[src/rtl/program_loader.sv]
// program_loader: boot-time loader that receives a framed byte stream
// (LEN, N x {hi, lo}, CSUM) over valid/ready, writes 16-bit instructions
// into instruction memory, verifies the checksum, then pulses the processor
// restart and holds controller_enable high until the next load request.
//
// Ports:
//   i_clk            system clock, all state changes on rising edge
//   i_rst            synchronous active-high reset
//   i_load_start     request a new load (honoured in IDLE, RUN and ERR)
//   i_in_valid       byte source has i_in_data valid
//   i_in_data        stream byte
//   o_in_ready       loader accepts a byte this cycle
//   o_imem_we        instruction memory write strobe
//   o_imem_addr      instruction memory write address (held when not writing)
//   o_imem_wdata     instruction memory write data (held when not writing)
//   o_proc_restart   one-cycle restart pulse to the processor controller
//   o_proc_enable    processor controller_enable
//   o_busy           a frame is in progress (LEN..RESTART)
//   o_loaded_count   instructions written in the current or last frame
//   o_error          high while in ERR
//   o_err_code       0 none, 1 bad length, 2 checksum mismatch
module program_loader #(
    parameter int unsigned ADDR_W  = 6,
    parameter int unsigned DEPTH   = 64,
    parameter int unsigned INSTR_W = 16
) (
    input  logic               i_clk,
    input  logic               i_rst,
    input  logic               i_load_start,
    input  logic               i_in_valid,
    input  logic [7:0]         i_in_data,
    output logic               o_in_ready,
    output logic               o_imem_we,
    output logic [ADDR_W-1:0]  o_imem_addr,
    output logic [INSTR_W-1:0] o_imem_wdata,
    output logic               o_proc_restart,
    output logic               o_proc_enable,
    output logic               o_busy,
    output logic [ADDR_W:0]    o_loaded_count,
    output logic               o_error,
    output logic [1:0]         o_err_code
);

    // count needs one extra bit so a full DEPTH-instruction frame is representable
    localparam int unsigned CNT_W = ADDR_W + 1;

    localparam logic [1:0] ERR_NONE = 2'd0;
    localparam logic [1:0] ERR_LEN  = 2'd1;
    localparam logic [1:0] ERR_CSUM = 2'd2;

    typedef enum logic [2:0] {
        S_IDLE,
        S_LEN,
        S_HI,
        S_LO,
        S_CSUM,
        S_RESTART,
        S_RUN,
        S_ERR
    } state_t;

    state_t              r_state,        w_state;
    logic [CNT_W-1:0]    r_len,          w_len;
    logic [CNT_W-1:0]    r_count,        w_count;
    logic [7:0]          r_sum,          w_sum;
    logic [7:0]          r_hi,           w_hi;
    logic [1:0]          r_err_code,     w_err_code;
    logic [ADDR_W-1:0]   r_imem_addr,    w_imem_addr;
    logic [INSTR_W-1:0]  r_imem_wdata,   w_imem_wdata;
    logic                r_imem_we,      w_imem_we;
    logic                r_in_ready,     w_in_ready;
    logic                r_proc_restart, w_proc_restart;
    logic                r_proc_enable,  w_proc_enable;
    logic                r_busy,         w_busy;
    logic                r_error,        w_error;

    logic                w_accept;
    logic [CNT_W-1:0]    w_count_inc;

    assign w_accept    = i_in_valid && r_in_ready;
    assign w_count_inc = r_count + CNT_W'(1);

    // State and registered-output update
    always_ff @(posedge i_clk) begin
        if (i_rst) begin
            r_state        <= S_IDLE;
            r_len          <= '0;
            r_count        <= '0;
            r_sum          <= '0;
            r_hi           <= '0;
            r_err_code     <= ERR_NONE;
            r_imem_addr    <= '0;
            r_imem_wdata   <= '0;
            r_imem_we      <= 1'b0;
            r_in_ready     <= 1'b0;
            r_proc_restart <= 1'b0;
            r_proc_enable  <= 1'b0;
            r_busy         <= 1'b0;
            r_error        <= 1'b0;
        end else begin
            r_state        <= w_state;
            r_len          <= w_len;
            r_count        <= w_count;
            r_sum          <= w_sum;
            r_hi           <= w_hi;
            r_err_code     <= w_err_code;
            r_imem_addr    <= w_imem_addr;
            r_imem_wdata   <= w_imem_wdata;
            r_imem_we      <= w_imem_we;
            r_in_ready     <= w_in_ready;
            r_proc_restart <= w_proc_restart;
            r_proc_enable  <= w_proc_enable;
            r_busy         <= w_busy;
            r_error        <= w_error;
        end
    end

    // Next-state, datapath and output decode
    always_comb begin
        w_state      = r_state;
        w_len        = r_len;
        w_count      = r_count;
        w_sum        = r_sum;
        w_hi         = r_hi;
        w_err_code   = r_err_code;
        w_imem_addr  = r_imem_addr;
        w_imem_wdata = r_imem_wdata;
        w_imem_we    = 1'b0;

        unique case (r_state)
            S_IDLE: begin
                if (i_load_start) begin
                    w_state = S_LEN;
                end
            end
            S_LEN: begin
                if (w_accept) begin
                    if ((i_in_data == 8'd0) || (32'(i_in_data) > DEPTH)) begin
                        w_state    = S_ERR;
                        w_err_code = ERR_LEN;
                    end else begin
                        w_len   = CNT_W'(i_in_data);
                        w_sum   = i_in_data;
                        w_count = '0;
                        w_state = S_HI;
                    end
                end
            end
            S_HI: begin
                if (w_accept) begin
                    w_hi    = i_in_data;
                    w_sum   = r_sum + i_in_data;
                    w_state = S_LO;
                end
            end
            S_LO: begin
                if (w_accept) begin
                    w_imem_we    = 1'b1;
                    w_imem_addr  = r_count[ADDR_W-1:0];
                    w_imem_wdata = INSTR_W'({r_hi, i_in_data});
                    w_sum        = r_sum + i_in_data;
                    w_count      = w_count_inc;
                    w_state      = (w_count_inc == r_len) ? S_CSUM : S_HI;
                end
            end
            S_CSUM: begin
                if (w_accept) begin
                    if (i_in_data == r_sum) begin
                        w_state = S_RESTART;
                    end else begin
                        w_state    = S_ERR;
                        w_err_code = ERR_CSUM;
                    end
                end
            end
            S_RESTART: begin
                w_state = S_RUN;
            end
            S_RUN: begin
                if (i_load_start) begin
                    w_state = S_LEN;
                end
            end
            S_ERR: begin
                if (i_load_start) begin
                    w_err_code = ERR_NONE;
                    w_state    = S_LEN;
                end
            end
            default: begin
                w_state = S_IDLE;
            end
        endcase

        // Outputs are decoded from the next state so they line up with it once registered
        w_in_ready     = (w_state == S_LEN) || (w_state == S_HI) ||
                         (w_state == S_LO)  || (w_state == S_CSUM);
        w_busy         = w_in_ready || (w_state == S_RESTART);
        w_proc_restart = (w_state == S_RESTART);
        w_proc_enable  = (w_state == S_RUN);
        w_error        = (w_state == S_ERR);
    end

    assign o_in_ready     = r_in_ready;
    assign o_imem_we      = r_imem_we;
    assign o_imem_addr    = r_imem_addr;
    assign o_imem_wdata   = r_imem_wdata;
    assign o_proc_restart = r_proc_restart;
    assign o_proc_enable  = r_proc_enable;
    assign o_busy         = r_busy;
    assign o_loaded_count = r_count;
    assign o_error        = r_error;
    assign o_err_code     = r_err_code;

endmodule

[config.mk]
export PLATFORM = sky130hd
export DESIGN_NAME = program_loader
export DESIGN_NICKNAME = d
export VERILOG_FILES = /design/src/rtl/program_loader.sv
export SDC_FILE = /design/constraint.sdc
export NUM_CORES = 1
export LEC_CHECK = 0
export BUFFER_PORTS_ARGS = -buffer_cell sky130_fd_sc_hd__buf_2
export CAP_MARGIN = 30
export CORE_UTILIZATION = 56
export DETAILED_ROUTE_END_ITERATION = 8
export PLACE_DENSITY = 0.87
export SLEW_MARGIN = 5
export SYNTH_ARGS = -nofsm -noshare
export SYNTH_HDL_FRONTEND = slang
export SYNTH_SLANG_ARGS = --single-unit
[constraint.sdc]
create_clock -name i_clk -period 3.1 [get_ports i_clk]
set_input_delay 0.62 -clock i_clk [delete_from_list [all_inputs] [get_ports i_clk]]
set_output_delay 0.62 -clock i_clk [all_outputs]
set_load 0.005 [all_outputs]
==> results.yml, run 1 <==
run_status:
  outcome: "completed"
placed_design:
  dp_hpwl_mm: 4.94
  io_buffers: 48
  gp_congestion: 0.917
  dp.cells: 473
power:
  p_comb_share_pct: 10.5
  p_seq_share_pct: 48.7
  switching_power_uw: 461
  power_density_nw_per_um2: 487
  clkPwrFrac_pct: 40.9
  leakagePower_nw: 1.44
  ir_drop_mv: 0.380
  swShare_pct: 26.4
  p_int_mw: 1.28
clock_network:
  cts_inserted_buffers: 9
  ctsHoldBuffers: 0
  ctsResizeCount: 0
  cts_tree: "done"
  cts_root_buffer: "clkbuf_8"
  htree_levels: 3
  post_cts_buffers: 0
  clkTransAtPathRegs_ns: 0.07
  clock_latency_ns: 0.35
  clock-sinks: 63
  cts_buffer_depth: 2
synthesis:
  syn_nets: 396
  synth_ff_type: "dfxtp_1"
  ys_seq_area_share_pct: 40.2
  synth_compound_gate_area_share_pct: 19.2
  yosys.area_share.simple_pct: 21.2
  synth_fa_ha_area_share_pct: 3.83
  syn_avg_cell_area_sq_um: 8.36
  synth_cell_types: 59
  syn_area_sq_um: 3130
  synthXorXnorAreaFrac_pct: 3.91
  synth_edf_count: 0
  ys_seq_elements: 63
  yosys_warnings: 0
  async_flop_share_pct: 0
  synthMuxAreaShare_pct: 6.79
  synthCells: 375
  synth_top_family_by_area: "simple AND/OR/NAND/NOR gates"
grt:
  grt_overflow: 0
  grt_pass1_vias: 2661
  grt_max_degree: 40
  track_usage_pct: 26.8
  grt_pass1_wl_mm: 12.4
  grt_antenna_before_repair: 0
worst_setup_path:
  rr_startpoint: "r_state[1]"
  worstPathCellList: "nand2b_1 > nor3_1 > a211oi_1 > and3_1 > o31a_1 > a41o_1 > a21oi_1"
  crit_fanout: 21
  crit_required_ns: 3.38
  r2r-end: "o_in_ready"
  reg2reg_depth: 7
  crit_path_max_incr_delay_ns: 0.75
  crit_arrival_ns: 2.62
  r2r_slack_ns: 0.76
  cp-end-kind: "flop"
  crit_type: "flop to flop"
  crit_slowest_cell: "dfxtp_1"
  cp-start-kind: "flop"
sta:
  setup_tns_ns: 0
  slew_viol_final: 0
  period_needed_ns: 2.34
  max-slew-margin-rel_pct: 55.6
  finalCritPeriodShare_pct: 75.5
  worstMarginPinSlew_ns: 0.664
  rsz0062_at_grt: "false"
  setup_viol: 0
  fin_skew_ns: 0.00764
  max_clock_freq_mhz: 427
  hold_viol: 0
floorplanning:
  start_util_pct: 59.8
  num_rows: 26
  die_h_microns: 76.8
  core_area_sq_um: 5240
  pin_count: 49
  chipWidth_microns: 76.8
  dieArea_sq_um: 5900
hold_path:
  whs_endpoint: "o_imem_addr[1]"
  min-delay-start: "o_imem_addr[1]"
  holdPathStages: 2
  min_path_type: "flop to flop"
layout:
  final_cell_count_no_fill: 489
  n_antenna_cell: 0
  finalNetCount: 435
  area_growth_pct: 14.3
  mostFrequentLayoutCells: "63 x dfxtp_1, 59 x nand2_1, 48 x buf_2, 39 x nor2_1, 35 x a21oi_1"
  layout_commonest_cell: "dfxtp_1"
  drive_above_1_share_pct: 20.3
route:
  viasPerCell: 5.80
  drt_iter0_markers: 169
  post_drt_wl_per_cell_microns: 14.9
  drt_wl_total_mm: 7.28
  detail-route-antenna-nets: 0
  vias: 2835
  drc: 0
  first_pass_iters: 5
run:
  maxCapViolCount: 0
[through the flow]
stage	power [mW]	util [%]	hold WS, ns	setup slack (ns)	cell area [sq um]
2_1_floorplan	0.997	-	0.431	0.755	3130
3_3_place_gp	1.04	64.6	0.439	0.490	3380
3_5_place_dp	1.05	64.6	0.446	0.416	3380
4_1_cts	1.75	68.4	0.456	0.783	3580
5_1_grt	1.81	68.4	0.478	0.461	3580
6_report	1.75	68.4	0.453	0.759	3580
[logic make-up (layout without fill, tap and decap cells)]
| logic type | count (synthesis) | after routing |
|---|---|---|
| fa+ha+maj | 9 | 9 |
| flops | 63 | 63 |
| mux | 21 | 21 |
| simple gates | 143 | 143 |
| compound gates | 90 | 90 |
| xor+xnor | 14 | 14 |
| buf+inv | 35 | 79 |
[worst max-delay path by stage]
stage | from | to | slack (ns) | depth (start not counted)
floorplan | i_in_data[1] | r_sum[7] | 0.76 | 8
global placement | i_in_data[5] | o_busy | 0.49 | 9
detailed placement | i_in_data[1] | r_sum[7] | 0.42 | 9
CTS | r_state[1] | o_in_ready | 0.78 | 7
global route | r_state[1] | o_proc_restart | 0.46 | 7
finish | r_state[1] | o_in_ready | 0.76 | 7
[flip-flops by register name, summed over array words and instances, names as in the netlist]
signal / cells
o_imem_wdata: 16
r_hi: 8
r_sum: 8
o_loaded_count: 7
r_len: 7
o_imem_addr: 6
r_state: 3
o_err_code: 2
o_busy: 1
o_error: 1
o_imem_we: 1
o_in_ready: 1
o_proc_enable: 1
o_proc_restart: 1
[synthesized netlist by cell type, drive strengths merged (2+ instances only)]
cell	instances	share of area (%)
nor2	39	4.7
o31ai	2	0.64
nand3	8	1.4
o21ai	16	2.6
xnor2	10	2.8
a21oi	38	6.7
mux2	2	0.72
o21a	3	0.72
a211oi	6	2.2
nor4	4	1.3
buf	9	1.6
inv	11	1.3
xor2	4	1.1
clkbuf	15	1.8
a211o	2	0.56
nor3	11	2.1
nand2b	3	0.60
dfxtp	63	40
a21o	4	0.96
nand2	59	7.1
nand4	3	0.60
and2	2	0.40
mux2i	19	6.1
and3	3	0.60
a31oi	6	1.2
nor2b	6	1.2
ha	8	3.2
[per-layer routing]
metal | up-vias | part of all wire [%] | GRT usage (%)
li1 | 1388 | - | -
met1 | 1342 | 42 | 31.7
met2 | 91 | 51 | 45.0
met3 | 14 | 5.2 | 8.45
met4 | 0 | 1.8 | 10.0
met5 | - | 0 | 0
[power by group through the flow]
stage / Sequential [mW] / Clock (mW) / Combinational (mW)
CTS: 0.849 / 0.723 / 0.182
detailed placement: 0.866 / 0 / 0.181
floorplan: 0.853 / 0 / 0.143
global route: 0.852 / 0.757 / 0.202
finish: 0.849 / 0.713 / 0.183
global placement: 0.866 / 0 / 0.175
[layout make-up]
cell class,instances,area [sq um]
repair buffers,52,270
well taps,70,87.6
multi-input cells,277,1720
clock buffers,10,138
inverters,11,41.3
clock inverters,6,60.1
fillers,432,1660
flip-flops and latches,63,1260
[critical path, delay by kind of cell, from the launching register on]
family	cells	cell delay (ns)
DFF	1	0.75
AOI/OAI and AO/OA	4	0.58
and+or+nand+nor	3	0.93
Power figures use the tool's default switching activity.
==> run 2, diff against run 1 <==
--- a/config.mk
+++ b/config.mk
@@ -5,6 +5,7 @@
 export SDC_FILE = /design/constraint.sdc
 export NUM_CORES = 1
 export LEC_CHECK = 0
+export ABC_AREA = 1
 export BUFFER_PORTS_ARGS = -buffer_cell sky130_fd_sc_hd__buf_2
 export CAP_MARGIN = 30
 export CORE_UTILIZATION = 56
==> constraint.sdc (replaced) <==
create_clock -name i_clk -period 2.25 [get_ports i_clk]
set_input_delay 0.45 -clock i_clk [delete_from_list [all_inputs] [get_ports i_clk]]
set_output_delay 0.45 -clock i_clk [all_outputs]
set_load 0.005 [all_outputs]
==> run 2 against run 1 <==
Against the previous run:
- synthesized area shrank 5.3%
- clock power rose by 70%
- global-route usage increased by 0.94 points
- via count increased by 0.92%
- clock skew rose by 0.0050 ns
- critical path type unchanged
- largest power group unchanged
==> results.yml, run 2 <==
clock_network:
  cts_buffer_depth: 2
  clock_latency_ns: 0.36
  clkTransAtPathRegs_ns: 0.07
  cts_inserted_buffers: 9
  cts_root_buffer: "clkbuf_8"
  ctsResizeCount: 0
  clock-sinks: 63
  post_cts_buffers: 0
  htree_levels: 3
  ctsHoldBuffers: 0
  cts_tree: "done"
route:
  post_drt_wl_per_cell_microns: 13.5
  drt_wl_total_mm: 7.08
  vias: 2861
  drt_iter0_markers: 216
  drc: 0
  first_pass_iters: 4
  viasPerCell: 5.45
  detail-route-antenna-nets: 0
layout:
  final_cell_count_no_fill: 525
  area_growth_pct: 19.4
  finalNetCount: 471
  largest_reg_flops: 16
  mostFrequentLayoutCells: "63 x dfxtp_1, 58 x nand2_1, 49 x o21ai_0, 48 x buf_2, 44 x a21oi_1"
  drive_above_1_share_pct: 22.2
  n_antenna_cell: 0
  layout_commonest_cell: "dfxtp_1"
sta:
  worstMarginPinSlew_ns: 0.532
  fin_skew_ns: 0.0127
  setup_tns_ns: 0
  setup_viol: 0
  max-slew-margin-rel_pct: 64.5
  slew_viol_final: 0
  rsz0062_at_grt: "false"
  finalCritPeriodShare_pct: 87.9
  hold_viol: 0
  max_clock_freq_mhz: 506
  period_needed_ns: 1.98
synthesis:
  yosys_warnings: 0
  synthTopCellsByCount: "63 x dfxtp_1, 58 x nand2_1, 49 x o21ai_0, 44 x a21oi_1, 39 x inv_1"
  synth_cell_types: 36
  ys_top_cells_by_area: "dfxtp_1 42%, o21ai_0 8.3%, a21oi_1 7.4%"
  synthCells: 397
  syn_area_sq_um: 2970
  yosysMostFrequentCell: "dfxtp_1"
  synth_edf_count: 0
  yosys.area.top_type: "dfxtp_1"
  yosysTopAreaCellShare_pct: 42.5
  syn_nets: 418
  async_flop_share_pct: 0
  ys_seq_area_share_pct: 42.5
  syn_avg_cell_area_sq_um: 7.48
  synth_ff_type: "dfxtp_1"
  ys_seq_elements: 63
grt:
  grt_pass1_vias: 2548
  grt_antenna_before_repair: 0
  use_met3_pct: 4.55
  grt_pass1_wl_mm: 11.6
  track_usage_pct: 27.7
  grt_overflow: 0
  use_met1_pct: 35.7
  grt_max_degree: 39
  globalRouteMet2Util_pct: 44.0
  busiest_layer: "met2"
floorplanning:
  dieArea_sq_um: 5600
  core_area_sq_um: 5110
  die_h_microns: 74.8
  num_rows: 26
  start_util_pct: 58.1
  chipWidth_microns: 74.8
  pin_count: 49
placed_design:
  dp_hpwl_mm: 5.00
  gp_congestion: 0.922
  io_buffers: 48
  dp.cells: 509
power:
  leakagePower_nw: 1.66
  power_density_nw_per_um2: 957
  power.total_mw: 3.39
  ir_drop_mv: 0.484
worst_setup_path:
  cp-end-kind: "flop"
  crit_fanout: 6
  crit_arrival_ns: 2.22
  cp-start-kind: "flop"
  crit_required_ns: 2.49
  crit_type: "flop to flop"
run:
  maxCapViolCount: 0
run_status:
  outcome: "completed"
hold_path:
  min_path_type: "input pin to flop"
==> run 2: routing by layer <==
metal,vias up,wire (microns)
li1,1434,-
met1,1304,3150
met2,109,3300
met3,14,471
met4,0,158
met5,-,0
==> run 2: critical path: stages (launching register included) <==
cell	delay (ns)
dfxtp_1	0.42
ha_1	0.21
nand2_2	0.09
nor2_2	0.16
nand2_1	0.06
nand2_1	0.07
nand2_1	0.06
nand2_1	0.06
nand2_1	0.06
nor2_2	0.11
nand2_1	0.07
nand2_1	0.08
nand3_2	0.08
nand2_4	0.10
nand3_2	0.07
nand3_2	0.08
nand2_1	0.05
==> run 2: final timing paths <==
path / cells after the start / slack [ns] / endpoint / start
worst max-delay path: 16 / 0.27 / o_busy / o_loaded_count[1]
worst min-delay path: 3 / 0.40 / r_sum[0] / i_in_data[0]
worst max register to register: 16 / 0.27 / o_busy / o_loaded_count[1]
worst min register to register: 2 / 0.47 / o_err_code[1] / o_err_code[1]
==> run 2: area by class of cell <==
type                    instances  area, sq um
clock inverters                 7          120
flip-flops and latches         63         1260
fillers                       411         1560
multi-input cells             274         1470
clock buffers                   9          124
well taps                      70         87.6
repair buffers                 56          313
inverters                      46          173
==> run 2: logic make-up after synthesis <==
family | count (synthesis) | synth area share, %
flip-flops | 63 | 42.5
XOR/XNOR | 4 | 1.18
AO/OA/AOI/OAI | 114 | 20.2
AND/OR/NAND/NOR | 147 | 24.0
adder cells (fa/ha/maj) | 9 | 4.05
buffers and inverters | 60 | 8.13
==> run 2: stage by stage <==
step / setup slack (ns) / instance area, sq um / util (%) / hold WS, ns
after global placement: 0.130 / 3300 / 64.6 / 0.455
after floorplan: 0.418 / 2970 / - / 0.444
after global routing: 0.0584 / 3540 / 69.4 / 0.411
after detailed placement: 0.104 / 3300 / 64.6 / 0.454
after CTS: 0.294 / 3540 / 69.4 / 0.393
final: 0.273 / 3540 / 69.4 / 0.405
==> run 2: where the power goes <==
part	switching, mW	internal, mW	leakage, nW
logic	0.570	0.321	1.03
registers	0.0734	1.22	0.509
clock network	0.471	0.739	0.120
total	1.11	2.28	1.66
